## src/rtl/fb_pkg.sv

```systemverilog
// Shared types and constants for the framebuffer paint sink and its write queue.
package fb_pkg;
  localparam int FB_XW = 6;
  localparam int FB_YW = 6;
  localparam int FB_DW = 8;

  typedef logic [FB_XW+FB_YW-1:0] fb_addr_t;
  typedef logic [FB_DW-1:0]       px_t;

  typedef struct packed {
    logic [FB_YW-1:0] y;
    logic [FB_XW-1:0] x;
    px_t              data;
  } fb_wr_t;

  typedef enum logic {ST_IDLE, ST_CLEAR} fb_state_t;
endpackage

```

## src/rtl/paint_wr_fifo.sv

```systemverilog
// Synchronous FIFO of pending pixel writes; pointers wrap modulo DEPTH (power of two).
module paint_wr_fifo
  import fb_pkg::*;
#(
  parameter int DEPTH = 4
) (
  input  logic                         clk,
  input  logic                         rst,
  input  logic                         push,
  input  fb_wr_t                       wr_data,
  input  logic                         pop,
  output fb_wr_t                       rd_data,
  output logic                         full,
  output logic                         empty,
  output logic [$clog2(DEPTH+1)-1:0]   count
);
  localparam int AW = $clog2(DEPTH);
  localparam int CW = $clog2(DEPTH+1);

  fb_wr_t         mem [DEPTH];
  logic [AW-1:0]  wr_ptr;
  logic [AW-1:0]  rd_ptr;

  // NOTE: the storage array has no reset; only pointers and count define which entries are valid.
  always_ff @(posedge clk) begin
    if (push) mem[wr_ptr] <= wr_data;
  end

  always_ff @(posedge clk or posedge rst) begin
    if (rst) begin
      wr_ptr <= '0;
      rd_ptr <= '0;
      count  <= '0;
    end else begin
      if (push) wr_ptr <= wr_ptr + AW'(1);
      if (pop)  rd_ptr <= rd_ptr + AW'(1);
      case ({push, pop})
        2'b10:   count <= count + CW'(1);
        2'b01:   count <= count - CW'(1);
        default: count <= count;
      endcase
    end
  end

  assign rd_data = mem[rd_ptr];
  assign full    = (count == CW'(DEPTH));
  assign empty   = (count == '0);
endmodule

```

## src/rtl/fb_paint_sink.sv

```systemverilog
// Paint write sink: queues pixel writes and arbitrates one framebuffer RAM access per cycle.
// Define FB_CLEAR_EN to build the full-frame clear engine (CLEAR state, clear_busy).
module fb_paint_sink
  import fb_pkg::*;
#(
  parameter int        XW          = FB_XW,
  parameter int        YW          = FB_YW,
  parameter int        DW          = FB_DW,
  parameter int        FIFO_DEPTH  = 4,
  parameter logic [DW-1:0] CLEAR_COLOR = 8'h00
) (
  input  logic             clk,
  input  logic             rst,
  input  logic             paint,
  input  logic [XW-1:0]    in_x,
  input  logic [YW-1:0]    in_y,
  input  logic [DW-1:0]    px_data,
  output logic             full,
  output logic             overflow,
  input  logic             disp_rd,
  input  logic [XW-1:0]    disp_x,
  input  logic [YW-1:0]    disp_y,
  output logic [DW-1:0]    disp_data,
  output logic             disp_valid,
  output logic [XW+YW-1:0] mem_addr,
  output logic [DW-1:0]    mem_wdata,
  output logic             mem_we,
  output logic             mem_re,
  input  logic [DW-1:0]    mem_rdata,
  input  logic             clear,
  output logic             clear_busy
);
  localparam int AW = XW + YW;
  localparam logic [AW-1:0] CLR_LAST = '1;

  fb_state_t      state, state_nxt;
  logic [AW-1:0]  clr_cnt, clr_cnt_nxt;
  logic           push, pop, fifo_full, fifo_empty, clear_req;
  fb_wr_t         head;
  logic [$clog2(FIFO_DEPTH+1)-1:0] fifo_count_unused;

`ifdef FB_CLEAR_EN
  assign clear_req  = clear;
  assign clear_busy = (state == ST_CLEAR);
`else
  logic clear_unused;
  assign clear_unused = clear;
  assign clear_req    = 1'b0;
  assign clear_busy   = 1'b0;
`endif

  // A pop frees a slot on the same edge, so a full FIFO still accepts a write that cycle.
  assign push = paint && (!fifo_full || pop);
  assign full = fifo_full;

  paint_wr_fifo #(.DEPTH(FIFO_DEPTH)) u_fifo (
    .clk     (clk),
    .rst     (rst),
    .push    (push),
    .wr_data ('{y: in_y, x: in_x, data: px_data}),
    .pop     (pop),
    .rd_data (head),
    .full    (fifo_full),
    .empty   (fifo_empty),
    .count   (fifo_count_unused)
  );

  // NOTE: every output of this block gets a default first, so no path can infer a latch.
  always_comb begin
    state_nxt   = state;
    clr_cnt_nxt = clr_cnt;
    pop         = 1'b0;
    mem_we      = 1'b0;
    mem_re      = 1'b0;
    mem_addr    = '0;
    mem_wdata   = '0;

    if (disp_rd) begin
      mem_re   = 1'b1;
      mem_addr = {disp_y, disp_x};
    end

    case (state)
      ST_IDLE: begin
        if (clear_req) begin
          state_nxt   = ST_CLEAR;
          clr_cnt_nxt = '0;
        end else if (!disp_rd && !fifo_empty) begin
          pop       = 1'b1;
          mem_we    = 1'b1;
          mem_addr  = {head.y, head.x};
          mem_wdata = head.data;
        end
      end
      ST_CLEAR: begin
        // Display reads stall the sweep; the counter only advances on issued writes.
        if (!disp_rd) begin
          mem_we      = 1'b1;
          mem_addr    = clr_cnt;
          mem_wdata   = CLEAR_COLOR;
          clr_cnt_nxt = clr_cnt + AW'(1);
          if (clr_cnt == CLR_LAST) state_nxt = ST_IDLE;
        end
      end
      default: state_nxt = ST_IDLE;
    endcase
  end

  // NOTE: state is updated with non-blocking assignments so every register samples pre-edge values.
  always_ff @(posedge clk or posedge rst) begin
    if (rst) begin
      state      <= ST_IDLE;
      clr_cnt    <= '0;
      overflow   <= 1'b0;
      disp_valid <= 1'b0;
    end else begin
      state      <= state_nxt;
      clr_cnt    <= clr_cnt_nxt;
      disp_valid <= disp_rd;
      if (paint && !push) overflow <= 1'b1;
    end
  end

  assign disp_data = disp_valid ? mem_rdata : '0;
endmodule

```

## config.mk

```make
export PLATFORM = sky130hd
export DESIGN_NAME = fb_paint_sink
export DESIGN_NICKNAME = d
export VERILOG_FILES = /design/src/rtl/fb_pkg.sv /design/src/rtl/paint_wr_fifo.sv /design/src/rtl/fb_paint_sink.sv
export SDC_FILE = /design/constraint.sdc
export NUM_CORES = 1
export LEC_CHECK = 0
export ABC_AREA = 1
export CORE_ASPECT_RATIO = 0.75
export CORE_MARGIN = 2
export CORE_UTILIZATION = 37
export CTS_CLUSTER_DIAMETER = 200
export DETAILED_ROUTE_END_ITERATION = 8
export GPL_TIMING_DRIVEN = 0
export PLACE_DENSITY = 0.64
export SYNTH_ARGS = -nofsm -noshare
export SYNTH_HDL_FRONTEND = slang
export SYNTH_SLANG_ARGS = --single-unit
```

## constraint.sdc

```tcl
create_clock -name clk -period 2.35 [get_ports clk]
set_clock_uncertainty 0.05 [all_clocks]
set_input_delay 0.5875 -clock clk [delete_from_list [all_inputs] [get_ports clk]]
set_output_delay 0.5875 -clock clk [all_outputs]
set_load 0.01 [all_outputs]
```

==> summary.md <==
| Metric | Value |
|---|---|
| CP max FO | 1 |
| Max Freq | 430 MHz |
| Main flop type after synthesis | edfxtp_1 |
| First-pass GRT wire length | 16800 um |
| Vias in the first global route | 3216 |
| Vias per cell | 4.73 |
| Post-route antenna net violation count | 0 |
| Clk pwr share | 27.2% |
| CP required | 1710 ps |
| Final Hold Slack | 414 ps |
| Most common cell in the netlist | edfxtp_1 |
| Sequential Power Share | 50.8% |
| Input/output buffers | 76 |
| RSZ-0062 raised after global routing | yes |
| Finished Core Util | 51.2% |
| HPWL after DPL | 7300 um |
| Fin crit period | 2330 ps |
| Flop-to-flop setup slack | 140 ps |
| Multi-input gate area | 1290 um^2 |
| Core Region | 11700 um^2 |
| Max-cap violation count | 0 |
| Clock Sinks | 102 |
| PD cells | 837 nW/um^2 |
| Reg area | 2960 um^2 |
| Yosys reg bits | 102 |
| Final nets | 561 |
| Die Height | 98.8 um |
| Ratio of cells with drive above 1 in the final layout | 18.3% |
| Ant diodes | 0 |
| Largest net degree at the start of global routing | 23 |
| Critical Path Slowest Stage Cell | clkdlybuf4s50_1 |
| Final period util | 99.0% |
| Switching share of power | 28.6% |
| Leak | 2.48 nW |
| Share of async-settable or async-resettable flops after synthesis | 21.6% |
| Number of CTS-inserted buffers | 9 |
| Synth Warn # | 0 |
| DR WL/cell | 15.4 um |
| Clk buf depth | 2 |
| Slew Viols, Final | 0 |
| Status | finished, final reports clean |
| Netlist cell types | 26 |
| Mapped cell area | 4430 um^2 |
| Number of placement rows | 34 |
| Area post-placement | 5470 um^2 |
| Syn Area/Cell | 10.9 um^2 |
| Via count | 3200 |
| Int Power | 0.00356 W |
| Drt first-iter violations | 237 |
| Gr usage total | 17.3% |
| Crit path top cell by count | clkdlybuf4s50_1 |
| CP Class | in -> out |
| Hold Vio Cnt, Final | 0 |
| Starting Density | 38.0% |
| Post-synth EDFFs | 80 |
| Synth area leaders | edfxtp_1 54%, dfrtp_1 12%, nor2_1 5.8%, nand2_1 5.3%, o21ai_0 4.6% |
| Register area share after synthesis | 66.6% |
| NetSw | 0.00143 W |
| Crit end category | primary output |
| Yosys top cell area share | 54.2% |
| Critical Path AT | 1690 ps |
| Clock slew at reported path FFs | 60 ps |
| Final WL | 10400 um |
| Synthesized instance count | 406 |
| CP peak stage delay | 530 ps |
| Largest area contributor in the synthesized netlist | edfxtp_1 |
| Comb power frac | 22.0% |
| IO Pins | 79 |
| Startpoint types | input pin |
| Fill count | 1031 |
| Clock Latency Late Sink | 350 ps |
| Initial antenna violation count | 0 |
| Detailed Routing Iterations Pass 1 | 6 |
| Final setup violating endpoints | 0 |
| CTS Root Cell | clkbuf_16 |
| Total grt overflow | 0 |
| Slew @ Worst Pin | 905 ps |
| H-tree levels | 3 |
| CTS tree | done |
| RePlAce Congestion | 0.793 |
| Die area | 12900 um^2 |
| Layout area overhead | 34.6% |
| Worst min-delay path category | reg -> reg |
| Peak VDD IR | 0.000445 V |
| Number of remaining DRC errors | 0 |
| Syn nets | 457 |
| Die X | 130 um |
| Max-slew headroom | 39.6% |
| Design Area, Final | 5960 um^2 |
| Commonest cells in the synthesized netlist | 80 x edfxtp_1, 68 x nor2_1, 63 x nand2_1 |
| CP Cell Sequence | clkdlybuf4s50_1 -> nand2_1 -> inv_1 -> clkdlybuf4s50_1 |
cells in the final DEF (no fill, tap or decap), types with 6 or more instances in the layout:
| cell | instances |
|---|---|
| o22ai_1 | 10 |
| o21ai_0 | 31 |
| dfrtp_1 | 20 |
| buf_8 | 7 |
| dlymetal6s2s_1 | 7 |
| buf_2 | 20 |
| clkbuf_16 | 9 |
| edfxtp_1 | 80 |
| o21ai_1 | 10 |
| inv_1 | 37 |
| buf_4 | 14 |
| nand2_1 | 62 |
| nand3_1 | 10 |
| o211ai_1 | 10 |
| xor2_1 | 12 |
| nor2_1 | 62 |
| clkdlybuf4s50_1 | 47 |
| a21oi_1 | 6 |
| clkbuf_8 | 9 |
worst max-delay path: cells and delay by family:
kind                   cells  cell delay (ps)
buffers and inverters      3             1060
and+or+nand+nor            1               50
sequential cells by signal (all words and copies together), names as in the netlist:
signal	flops
u_fifo.mem	80
u_fifo.wr_ptr	2
state	1
disp_valid	1
u_fifo.count	3
overflow	1
clr_cnt	12
u_fifo.rd_ptr	2
layer usage:
| layer | track usage [%] | wire, um | up-vias | part of all wire [%] |
|---|---|---|---|---|
| li1 | - | - | 1581 | - |
| met2 | 26.7 | 4850 | 76 | 46 |
| met4 | 4.75 | 142 | 0 | 1.4 |
| met3 | 4.45 | 587 | 11 | 5.6 |
| met1 | 24.6 | 4860 | 1532 | 47 |
| met5 | 0 | 0 | - | 0 |
cells by family after synthesis:
| kind of cell | count (synthesis) | synth area share [%] |
|---|---|---|
| AO/OA/AOI/OAI | 74 | 9.40 |
| XOR/XNOR | 12 | 2.37 |
| adder cells (fa/ha/maj) | 6 | 1.86 |
| buffers and inverters | 61 | 5.48 |
| flip-flops | 102 | 66.6 |
| other | 1 | 0.0846 |
| AND/OR/NAND/NOR | 150 | 14.2 |
timing repair:
| item | CTS | global route |
|---|---|---|
| gates cloned | 3 | 0 |
| pin swaps | 7 | 11 |
| hold buffers | 0 | 0 |
| setup endpoints to repair | 102 | 48 |
| buffers inserted | 9 | 2 |
| gates resized for setup | 125 | 42 |
final timing paths:
path                                          to  depth (start not counted)            start
worst max-delay path                disp_data[4]                          4     mem_rdata[4]
worst min-delay path                 clr_cnt[10]                          1      clr_cnt[10]
worst max register to register  u_fifo.mem[2][6]                          8  u_fifo.count[2]
worst min register to register       clr_cnt[10]                          1      clr_cnt[10]
max in group asynchronous       u_fifo.rd_ptr[0]                          2              rst
min in group asynchronous        u_fifo.count[2]                          2              rst
per-stage QoR:
step / total power, W / setup WS, ps / cells / TNS, ps
floorplan: 0.00316 / 25.3 / 406 / 0
global placement: 0.00355 / -1480 / 644 / -134930
detailed placement: 0.00365 / -1030 / 648 / -69050
CTS: 0.00498 / -66.3 / 676 / -66.6
global route: 0.00526 / -19.6 / 677 / -34.0
finish: 0.00499 / 22.7 / 677 / 0
layout make-up:
type | instances | share of cell area, %
clock buffers | 12 | 4.13
clock inverters | 4 | 0.357
inverters | 42 | 2.77
well taps | 162 | 3.40
multi-input cells | 243 | 21.7
flip-flops and latches | 102 | 49.6
plain buffers | 18 | 3.46
repair buffers | 94 | 14.6
power groups by stage:
stage	clock [W]	combinational [W]	sequential (W)
global placement	0	0.000980	0.00257
global route	0.00145	0.00124	0.00257
floorplan	0	0.000627	0.00254
finish	0.00136	0.00110	0.00254
detailed placement	0	0.00108	0.00257
CTS	0.00137	0.00108	0.00253
(Power assumes the default switching activity.)
==> variant: new RTL, config.mk and constraints unchanged <==
Set the package constant `FB_XW` to 12 (it was 6).
--- a/src/rtl/fb_pkg.sv
+++ b/src/rtl/fb_pkg.sv
@@ -1,6 +1,6 @@
 // Shared types and constants for the framebuffer paint sink and its write queue.
 package fb_pkg;
-  localparam int FB_XW = 6;
+  localparam int FB_XW = 12;
   localparam int FB_YW = 6;
   localparam int FB_DW = 8;
 
Interface: changed (resized disp_x, in_x and mem_addr); port bits go from 79 to 97. No check against the original RTL was run, so the function may have changed too.
==> variant against the original RTL <==
  * The run now ends with setup timing left
  * Routed wire length grew 58%
  * Area after synthesis grew 31%
  * Maximum frequency shrank 8.5%
  * Via count grew 44%
  * Setup slack lost 220 ps
  * Total power grew 45%
  * Global-route usage grew 1.3 points
  * Cell area grew 39%
  * Sequential cell count grew 30
==> variant: results <==
{
  "fin_nets": 750,
  "async_reset_ff_share_pct": 21.21,
  "fin_ws_ps": -192.6,
  "min_to": "disp_valid",
  "critPathSlowestCell": "dfrtp_1",
  "critical_path_arrival_ps": 1910,
  "synthAdderAreaFrac_pct": 1.419,
  "grt_max_degree": 29,
  "synth_common_cells": "edfxtp_1 (104), nand2_1 (90), nor2_1 (84)",
  "vias_per_cell": 5.077,
  "reg2reg_from": "state",
  "clkLatencyLatePin_ps": 410,
  "syn_nets": 605,
  "largestRegisters": "u_fifo.mem: 104 flops, clr_cnt: 18 flops, u_fifo.count: 3 flops",
  "numPortBuffers": 94,
  "status": "finished, violations left",
  "clkCellAreaFrac_pct": 6.764,
  "endpoint": "mem_addr[12]",
  "detail_route.wl_per_cell_um": 18.24,
  "groute.usage.overall_pct": 18.61,
  "setup-violations-final": 26,
  "dp_hpwl_um": 9852,
  "dp_slack_ps": -896.2,
  "nMultiInputCombCells": 336,
  "synthDistinctLibCells": 28,
  "setup.worst_path.start": "u_fifo.rd_ptr[0]",
  "reg2reg_to": "u_fifo.mem[3][3]",
  "p_leak_nw": 3.296,
  "grt_pass1_vias": 4565,
  "hold_path_class": "input port to flip-flop",
  "ys_seq_area_share_pct": 65.72,
  "path_max_fanout": 8,
  "buffers": 147,
  "synth-xor-area-share_pct": 2.258,
  "fillCellCount": 1283,
  "first_iter_violations": 369,
  "failed_checks": "setup timing",
  "ir_drop_uv": 527.7,
  "layout-drive-gt1-share_pct": 27.14,
  "r2r.worst_path.cells": 6,
  "multi_input_area_sq_mm": 0.001987,
  "post_cts.repair.setup_buffers": 20,
  "placed_cell_area_sq_mm": 0.007046,
  "final_util_pct": 53.97,
  "seq_cells": 132,
  "synth_compound_area_share_pct": 9.548,
  "buffer_area_share_pct": 17.25
}
## variant: cell families after synthesis
kind of cell | after synthesis
xor+xnor | 15
fa+ha+maj | 6
simple gates | 211
buf+inv | 78
other cells | 1
flops | 132
compound gates | 99
## variant: power by group
part | switching (mW) | internal [mW] | total (mW)
combinational | 0.958 | 0.511 | 1.47
sequential | 0.238 | 3.06 | 3.30
clock | 1.02 | 1.46 | 2.49
total | 2.22 | 5.04 | 7.26
## variant: through the flow
stage,TNS [ps],hold slack (ps),std cells
2_1_floorplan,-27360,391.2,542
6_report,-2579,400.6,905
5_1_grt,-4152,395.5,905
4_1_cts,-925.1,391.6,895
3_5_place_dp,-93420,420.7,841
3_3_place_gp,-203320,402.3,841
## variant: layer usage
layer | global-route usage, % | share of wire, %
met5 | 0 | 0
met4 | 6.032 | 1.1
met3 | 4.878 | 7.1
met2 | 30.25 | 48
met1 | 24.50 | 43
